### config.mk
export PLATFORM = sky130hd
export DESIGN_NAME = muldiv_seq
export DESIGN_NICKNAME = d
export VERILOG_FILES = /design/src/rtl/cpu_pkg.sv /design/src/rtl/alu32.sv /design/src/rtl/muldiv_seq.sv
export SDC_FILE = /design/constraint.sdc
export NUM_CORES = 1
export LEC_CHECK = 0
export ABC_AREA = 0
export BUFFER_PORTS_ARGS = -buffer_cell sky130_fd_sc_hd__buf_2
export CORE_MARGIN = 3
export CORE_UTILIZATION = 50
export CTS_BUF_LIST = sky130_fd_sc_hd__clkbuf_4
export CTS_CLUSTER_DIAMETER = 150
export DETAILED_ROUTE_END_ITERATION = 8
export GPL_TIMING_DRIVEN = 0
export PLACE_DENSITY = 0.7
export SLEW_MARGIN = 20
export SYNTH_ARGS = -nofsm -noshare
export SYNTH_HDL_FRONTEND = slang
export SYNTH_HIERARCHICAL = 1
export SYNTH_SLANG_ARGS = --single-unit
### constraint.sdc
create_clock -name clk -period 20.5 [get_ports clk]
set_input_delay 2.05 -clock clk [delete_from_list [all_inputs] [get_ports clk]]
set_output_delay 2.05 -clock clk [all_outputs]
set_load 0.05 [all_outputs]
### src/rtl/cpu_pkg.sv
// Shared EX-stage definitions: ALU select codes, multiply/divide op codes and
// the sequencer state encoding.
package cpu_pkg;

    localparam logic [2:0] ALU_AND = 3'b000;
    localparam logic [2:0] ALU_OR  = 3'b001;
    localparam logic [2:0] ALU_ADD = 3'b010;
    localparam logic [2:0] ALU_SUB = 3'b110;
    localparam logic [2:0] ALU_SLT = 3'b111;

    localparam logic MD_MULTU = 1'b0;
    localparam logic MD_DIVU  = 1'b1;

    typedef enum logic [1:0] {
        IDLE = 2'd0,
        RUN  = 2'd1,
        FIN  = 2'd2
    } md_state_e;

endpackage

### src/rtl/alu32.sv
// 32-bit ripple-carry ALU. sel[2] inverts B and forces carry-in for subtract,
// so c_out_o=1 on subtract means "no borrow".
module alu32
    import cpu_pkg::*;
(
    input  logic [31:0] a_i,
    input  logic [31:0] b_i,
    input  logic [2:0]  sel_i,
    input  logic        c_in_i,
    output logic [31:0] result_o,
    output logic        c_out_o
);

    logic [31:0] b_eff;
    logic [31:0] sum;
    logic [32:0] carry;

    always_comb begin
        b_eff    = sel_i[2] ? ~b_i : b_i;
        carry    = '0;
        carry[0] = sel_i[2] | c_in_i;
        sum      = '0;
        for (int unsigned i = 0; i < 32; i++) begin
            sum[i]       = a_i[i] ^ b_eff[i] ^ carry[i];
            carry[i+1]   = (a_i[i] & b_eff[i]) | (carry[i] & (a_i[i] ^ b_eff[i]));
        end
    end

    assign c_out_o = carry[32];

    always_comb begin
        result_o = sum;
        case (sel_i)
            ALU_AND: result_o = a_i & b_i;
            ALU_OR:  result_o = a_i | b_i;
            ALU_ADD: result_o = sum;
            ALU_SUB: result_o = sum;
            ALU_SLT: result_o = {31'b0, ~carry[32]};
            default: result_o = sum;
        endcase
    end

endmodule

### src/rtl/muldiv_seq.sv
// Multi-cycle unsigned MULTU/DIVU sequencer: one alu32 add/subtract plus a
// shift per iteration, results committed to HI/LO on entry to FIN.
module muldiv_seq
    import cpu_pkg::*;
#(
    parameter int unsigned WIDTH = 32,
    parameter int unsigned CNT_W = 5
) (
    input  logic             clk,
    input  logic             reset,
    input  logic             start,
    input  logic             op,
    input  logic [WIDTH-1:0] src_a,
    input  logic [WIDTH-1:0] src_b,
    input  logic             cancel,
    output logic             busy,
    output logic             done,
    output logic             div_by_zero,
    output logic [WIDTH-1:0] hi,
    output logic [WIDTH-1:0] lo
);

    md_state_e        state_q, state_d;
    logic [CNT_W-1:0] cnt_q, cnt_d;
    logic             init_q, init_d;
    logic             op_q, op_d;
    logic             dbz_q, dbz_d;
    logic [WIDTH-1:0] ph_q, ph_d;   // P_hi (MULTU) / R (DIVU)
    logic [WIDTH-1:0] pl_q, pl_d;   // P_lo (MULTU) / Q (DIVU)
    logic [WIDTH-1:0] m_q, m_d;     // M (MULTU) / D (DIVU)
    logic [WIDTH-1:0] hi_q, hi_d;
    logic [WIDTH-1:0] lo_q, lo_d;

    logic [WIDTH-1:0] alu_a, alu_sum;
    logic [2:0]       alu_sel;
    logic             alu_cout;
    logic [WIDTH-1:0] ph_step, pl_step;

    assign alu_a   = (op_q == MD_DIVU) ? {ph_q[WIDTH-2:0], pl_q[WIDTH-1]} : ph_q;
    assign alu_sel = (op_q == MD_DIVU) ? ALU_SUB : ALU_ADD;

    alu32 u_alu (
        .a_i      (alu_a),
        .b_i      (m_q),
        .sel_i    (alu_sel),
        .c_in_i   (1'b0),
        .result_o (alu_sum),
        .c_out_o  (alu_cout)
    );

    always_comb begin
        ph_step = ph_q;
        pl_step = pl_q;
        if (op_q == MD_DIVU) begin
            if (ph_q[WIDTH-1] || alu_cout) begin
                ph_step = alu_sum;
                pl_step = {pl_q[WIDTH-2:0], 1'b1};
            end else begin
                ph_step = alu_a;
                pl_step = {pl_q[WIDTH-2:0], 1'b0};
            end
        end else if (pl_q[0]) begin
            ph_step = {alu_cout, alu_sum[WIDTH-1:1]};
            pl_step = {alu_sum[0], pl_q[WIDTH-1:1]};
        end else begin
            ph_step = {1'b0, ph_q[WIDTH-1:1]};
            pl_step = {ph_q[0], pl_q[WIDTH-1:1]};
        end
    end

    // Every accepted op spends one setup cycle in RUN before iterating; the
    // divide-by-zero exit to FIN is taken from that cycle, so both paths share it.
    always_comb begin
        state_d = state_q;
        cnt_d   = cnt_q;
        init_d  = init_q;
        op_d    = op_q;
        dbz_d   = 1'b0;
        ph_d    = ph_q;
        pl_d    = pl_q;
        m_d     = m_q;
        hi_d    = hi_q;
        lo_d    = lo_q;
        case (state_q)
            IDLE: begin
                if (start && !cancel) begin
                    op_d    = op;
                    ph_d    = '0;
                    pl_d    = (op == MD_DIVU) ? src_a : src_b;
                    m_d     = (op == MD_DIVU) ? src_b : src_a;
                    cnt_d   = '0;
                    init_d  = 1'b1;
                    state_d = RUN;
                end
            end
            RUN: begin
                init_d = 1'b0;
                if (cancel) begin
                    state_d = IDLE;
                end else if (init_q) begin
                    if (op_q == MD_DIVU && m_q == '0) begin
                        state_d = FIN;
                        hi_d    = pl_q;
                        lo_d    = '1;
                        dbz_d   = 1'b1;
                    end
                end else begin
                    ph_d  = ph_step;
                    pl_d  = pl_step;
                    cnt_d = cnt_q + 1'b1;
                    if (cnt_q == '1) begin
                        state_d = FIN;
                        hi_d    = ph_step;
                        lo_d    = pl_step;
                    end
                end
            end
            FIN: begin
                state_d = IDLE;
            end
            default: begin
                state_d = IDLE;
            end
        endcase
    end

    always_ff @(posedge clk or posedge reset) begin
        if (reset) begin
            state_q <= IDLE;
            cnt_q   <= '0;
            init_q  <= 1'b0;
            op_q    <= 1'b0;
            dbz_q   <= 1'b0;
            ph_q    <= '0;
            pl_q    <= '0;
            m_q     <= '0;
            hi_q    <= '0;
            lo_q    <= '0;
        end else begin
            state_q <= state_d;
            cnt_q   <= cnt_d;
            init_q  <= init_d;
            op_q    <= op_d;
            dbz_q   <= dbz_d;
            ph_q    <= ph_d;
            pl_q    <= pl_d;
            m_q     <= m_d;
            hi_q    <= hi_d;
            lo_q    <= lo_d;
        end
    end

    assign busy        = (state_q != IDLE);
    assign done        = (state_q == FIN);
    assign div_by_zero = dbz_q;
    assign hi          = hi_q;
    assign lo          = lo_q;

endmodule

==> impl_metrics.env, run 1 <==
export IMPL_status="completed"
export IMPL_p_sw_mw=0.5494
export IMPL_syn_area_sq_um=11570
export IMPL_crit_buf_inv=12
export IMPL_p_clk_frac=0.164
export IMPL_finalPower_mw=1.248
export IMPL_die_area_sq_um=25010
export IMPL_clock_sinks=170
export IMPL_rsz0062_at_grt="false"
export IMPL_end_kind="flip-flop"
export IMPL_yosysWarnings=6
export IMPL_initial_core_util=0.5097
export IMPL_path_clk_slew_ns=0.17
export IMPL_critPathMaxFanout=10
export IMPL_cts_buffer_depth=2
export IMPL_gp_congestion=0.8773
export IMPL_slowest_stage="dfrtp_1"
export IMPL_peakVddDrop_v=0.00004066
export IMPL_worstMarginPinSlew_ns=0.8325
export IMPL_port_buffer_count=134
export IMPL_cts_resized=0
export IMPL_dieHeight_microns=158.2
export IMPL_ios=136
export IMPL_internal_power_mw=0.6983
export IMPL_wire_per_inst_microns=20.86
export IMPL_fin_setup_tns_ns=0
export IMPL_cts_made_buffers=17
export IMPL_grt_ovfl_total=0
export IMPL_fin_cells=1652
export IMPL_area_delta_synth_final_pct=11.74
export IMPL_cp_arrival_ns=15.24
export IMPL_seq_area_frac_synth=0.3675
export IMPL_crit_family="adder cells"
export IMPL_crit_top_cell="fa_1"
export IMPL_grt_pass1_wl_mm=53.83
export IMPL_vias_per_cell=5.969
export IMPL_synth_distinct_cells=46
export IMPL_period_minus_slack_ns=14.74
export IMPL_drc=0
export IMPL_cp_start_kind="flip-flop"
export IMPL_startpoint="op_q"
export IMPL_leakage_nw=6.100
export IMPL_hold_start="hi[2]"
export IMPL_vias=9861
export IMPL_grt_max_degree=102
export IMPL_drive_above_1_share=0.2438
export IMPL_place_hpwl_mm=26.23
export IMPL_finalSetupViolations=0
export IMPL_synth_top_cell_area_share=0.3675
export IMPL_clkLatencyLatePin_ns=0.62
export IMPL_placed_area_sq_um=12640
export IMPL_synth_top_cell_by_area="dfrtp_1"
export IMPL_ys_ff_latch=170
export IMPL_first_iter_violations=873
export IMPL_final_area_sq_um=12930
export IMPL_ctsHoldBuffers=0
export IMPL_core_sq_um=22710
export IMPL_drv_slew=0
export IMPL_nets=1456
export IMPL_crit_type="flip-flop to flip-flop"
export IMPL_cts_tree="done"
export IMPL_grt_pass1_vias=9763
export IMPL_placementRows=55
export IMPL_slew_headroom=0.4450
export IMPL_pwr_share_seq=0.364
export IMPL_async_flop_share=1.000
export IMPL_syn_instance_count=1198
export IMPL_cp_required_ns=21.00
export IMPL_ys_flop_type="dfrtp_1"
export IMPL_maxCapViolations=0
export IMPL_fillerInstances=2065
export IMPL_syn_area_per_cell_sq_um=9.662
export IMPL_post_cts_buffers=0
export IMPL_antenna_left=0
export IMPL_finalHoldViolCount=0
export IMPL_drt_total_wl_mm=34.46
export IMPL_synth_area_leaders="dfrtp_1, mux2_2, mux2i_1"
export IMPL_antenna_found_initial=1
export IMPL_clock_fmax_ghz=0.06785
export IMPL_synth_edff_count=0
export IMPL_layout_common_cells="dfrtp_1, buf_2, o21ai_0"
export IMPL_combPwrFrac=0.471
export IMPL_critical_path_max_stage_delay_ns=0.44
export IMPL_r2r_start="op_q"
export IMPL_dr_pass1_iters=6
export IMPL_fin_worst_skew_ns=0.03198
export IMPL_grt_usage=0.2772
export IMPL_htree_levels=4
export IMPL_period_share=0.7190
export IMPL_hold_path_class="flip-flop to flip-flop"
export IMPL_sw_frac_of_total=0.4403
export IMPL_root_buffer="clkbuf_4"
export IMPL_dieWidth_microns=158.2
export IMPL_final_common_cell="dfrtp_1"
export IMPL_p_per_area_nw_per_um2=96.47
export IMPL_place_inst=1619
[worst register-to-register path, delay by kind of cell, from the launching register on]
family          cells  cell delay [ns]
buf+inv            12             1.70
simple gates        1             0.17
mux                 3             0.89
compound gates      2             0.42
fa+ha+maj          32            11.02
flops               1             0.44
[final timing paths]
check / endpoint / depth (start not counted) / slack [ns]
min in group asynchronous: lo[29] / 2 / 1.44
max in group asynchronous: lo[4] / 3 / 18.14
setup / recovery: hi[3] / 50 / 5.76
hold reg to reg: hi[2] / 1 / 0.51
hold / removal: hi[2] / 1 / 0.51
setup reg to reg: hi[3] / 50 / 5.76
[area by class of cell]
type / count / area [sq um] / share of cell area
Clock inverter: 14 / 155.1 / 0.01200
Buffer: 104 / 515.5 / 0.03986
Sequential cell: 170 / 4254 / 0.3289
Antenna cell: 1 / 2.502 / 0.0001935
Timing Repair Buffer: 135 / 698.2 / 0.05398
Multi-Input combinational cell: 884 / 6655 / 0.5146
Inverter: 41 / 161.4 / 0.01248
Tap cell: 285 / 356.6 / 0.02757
Clock buffer: 18 / 135.1 / 0.01045
[through the flow]
stage / worst slack (ns) / hold WS, ns / util
floorplan: 7.382 / 0.4563 / -
detailed placement: 6.063 / 0.4788 / 0.5566
global route: 5.199 / 0.5305 / 0.5695
finish: 5.761 / 0.5127 / 0.5695
CTS: 5.982 / 0.5149 / 0.5694
global placement: 6.141 / 0.4688 / 0.5551
[logic make-up (layout without fill, tap and decap cells)]
family	Yosys count	count (layout)	synth area share
AOI/OAI and AO/OA	269	269	0.1450
xor gates and xnor gates	34	34	0.02573
adders and majority gates	66	66	0.08518
buffers and inverters	145	312	0.05783
DFF	170	170	0.3675
muxes	218	218	0.2048
other	2	4	0.0006488
and+or+nand+nor	294	294	0.1133
[synth_stat cells, drive strengths merged (2+ instances only)]
| cell type | number |
|---|---|
| nor2b | 10 |
| or2b | 5 |
| a2bb2oi | 8 |
| conb | 2 |
| nand4 | 2 |
| xnor2 | 24 |
| dfrtp | 170 |
| mux2i | 97 |
| maj3 | 32 |
| a221oi | 31 |
| nor4 | 6 |
| nor4b | 2 |
| o32a | 24 |
| ha | 2 |
| nand2 | 114 |
| fa | 32 |
| buf | 58 |
| nor2 | 95 |
| or3b | 2 |
| a21oi | 57 |
| o21ai | 127 |
| xor2 | 10 |
| inv | 41 |
| mux2 | 121 |
| nand2b | 19 |
| a211oi | 15 |
| clkbuf | 46 |
| or2 | 3 |
| a21o | 7 |
| nand3 | 33 |
[sequential cells by signal, summed over array words and instances, names as in the netlist]
signal,cells
pl_q,32
cnt_q,5
init_q,1
ph_q,32
m_q,32
hi,32
div_by_zero,1
op_q,1
state_q,2
lo,32
[power groups by stage]
| stage | clock, mW | combinational (mW) | sequential (mW) |
|---|---|---|---|
| detailed placement | 0 | 0.574 | 0.458 |
| global route | 0.219 | 0.655 | 0.461 |
| CTS | 0.206 | 0.575 | 0.451 |
| global placement | 0 | 0.555 | 0.456 |
| floorplan | 0 | 0.449 | 0.431 |
| finish | 0.205 | 0.588 | 0.455 |
[layer usage]
layer	global-route usage	wire length [microns]	part of all wire
met1	0.3968	15370	0.45
met2	0.4362	15970	0.46
met3	0.04675	2431	0.071
met4	0.07989	688	0.020
met5	0	0	0
Note: power is estimated with default switching activity, not from simulation.
==> run 2: changes to the inputs <==
Clock period 20.5 ns to 14.2 ns, I/O delays scaled along.
==> impl_metrics.env, run 2 (synthesized netlist as in run 1, its figures left out) <==
export IMPL_status="completed"
export IMPL_worstMarginPinSlew_ns=0.8210
export IMPL_clock_fmax_ghz=0.07252
export IMPL_hold_path_class="flip-flop to flip-flop"
export IMPL_grt_pass1_wl_mm=53.78
export IMPL_rsz0062_at_grt="false"
export IMPL_wire_per_inst_microns=20.87
export IMPL_cp_required_ns=14.68
export IMPL_end_kind="flip-flop"
export IMPL_critical_path_max_stage_delay_ns=0.46
export IMPL_drc=0
export IMPL_final_area_sq_um=13000
export IMPL_crit_buf_inv=11
export IMPL_cts_tree="done"
export IMPL_gp_congestion=0.8773
export IMPL_layout_common_cells="dfrtp_1, buf_2, o21ai_0"
export IMPL_dieWidth_microns=158.2
export IMPL_grt_usage=0.2769
export IMPL_drv_slew=0
export IMPL_nets=1455
export IMPL_fin_worst_skew_ns=0.03143
export IMPL_cp_arrival_ns=14.27
export IMPL_r2r_start="op_q"
export IMPL_register_area_sq_um=4254
export IMPL_initial_core_util=0.5097
export IMPL_period_share=0.9711
export IMPL_peakVddDrop_v=0.00006047
export IMPL_grtUsageMet3=0.04675
export IMPL_crit_type="flip-flop to flip-flop"
export IMPL_dieHeight_microns=158.2
export IMPL_fillerInstances=2048
export IMPL_period_minus_slack_ns=13.79
export IMPL_ios=136
export IMPL_slew_headroom=0.4527
export IMPL_leakage_nw=6.111
export IMPL_antenna_found_initial=1
export IMPL_met1_usage=0.3963
export IMPL_grt_busiest_layer="met2"
export IMPL_final_common_cell="dfrtp_1"
export IMPL_drive_above_1_share=0.2527
export IMPL_multi_input_area_sq_um=6699
export IMPL_clkLatencyLatePin_ns=0.61
export IMPL_grt_pass1_vias=9756
export IMPL_die_area_sq_um=25010
export IMPL_fin_setup_tns_ns=0
export IMPL_clock_sinks=170
export IMPL_first_iter_violations=925
export IMPL_grt_max_degree=102
export IMPL_htree_levels=4
export IMPL_core_sq_um=22710
export IMPL_vias=9783
export IMPL_placed_area_sq_um=12640
export IMPL_antenna_left=0
export IMPL_ctsHoldBuffers=0
export IMPL_hold_start="hi[2]"
export IMPL_finalSetupViolations=0
export IMPL_crit_top_cell="fa_1"
export IMPL_grt_ovfl_total=0
export IMPL_critPathMaxFanout=14
export IMPL_cts_made_buffers=17
export IMPL_use_met2=0.4355
export IMPL_area_delta_synth_final_pct=12.30
export IMPL_startpoint="op_q"
export IMPL_post_cts_buffers=0
export IMPL_crit_family="adder cells"
export IMPL_slowest_stage="dfrtp_1"
export IMPL_drt_total_wl_mm=34.45
export IMPL_p_per_area_nw_per_um2=139.6
export IMPL_vias_per_cell=5.925
export IMPL_root_buffer="clkbuf_4"
export IMPL_maxCapViolations=0
export IMPL_path_clk_slew_ns=0.17
export IMPL_cts_buffer_depth=2
export IMPL_dr_pass1_iters=5
export IMPL_placementRows=55
export IMPL_finalHoldViolCount=0
export IMPL_place_hpwl_mm=26.23
export IMPL_port_buffer_count=134
export IMPL_cp_start_kind="flip-flop"
-- run 2: area by class of cell --
| class | count | area share |
|---|---|---|
| inverter | 41 | 0.01242 |
| timing repair buffer | 135 | 0.05371 |
| buffer | 103 | 0.04129 |
| multi-input combinational | 884 | 0.5154 |
| clock inverter | 14 | 0.01194 |
| clock buffer | 18 | 0.01040 |
| sequential | 170 | 0.3273 |
| tap | 285 | 0.02743 |
| antenna | 1 | 0.0001925 |
-- run 2: routing by layer --
layer / wire length [microns] / vias up
met5: 0 / -
met4: 700 / 0
met3: 2524 / 48
met2: 15910 / 364
met1: 15320 / 4825
li1: - / 4546
-- run 2: path summary, 6_finish.rpt --
check                         end  depth (start not counted)  slack [ns]
max                         hi[6]                         49        0.41
min                         hi[2]                          1        0.51
max reg2reg                 hi[6]                         49        0.41
min reg2reg                 hi[2]                          1        0.51
max in group asynchronous  m_q[3]                          3       12.45
min in group asynchronous  lo[29]                          2        0.82
-- run 2: power by group --
| group | switching, mW | internal (mW) |
|---|---|---|
| Clock | 0.212 | 0.0827 |
| Combinational | 0.483 | 0.380 |
| Sequential | 0.103 | 0.554 |
-- run 2: timing repair --
action                                  CTS  global route
pin swaps                                 0             1
hold endpoints to repair                  0             0
resized for setup                         2            30
endpoints found under the setup margin   31            63
-- run 2: per-stage QoR --
stage / setup WS [ns] / instances / hold WS (ns) / power (mW) / util
after floorplan: 1.082 / 1199 / 0.4563 / 1.271 / -
after global placement: -0.1588 / 1618 / 0.4688 / 1.459 / 0.5551
after detailed placement: -0.2366 / 1619 / 0.4788 / 1.489 / 0.5566
after CTS: 0.07069 / 1650 / 0.5149 / 1.779 / 0.5694
after global routing: 0.02170 / 1651 / 0.5305 / 1.941 / 0.5724
final: 0.4105 / 1651 / 0.5143 / 1.815 / 0.5724
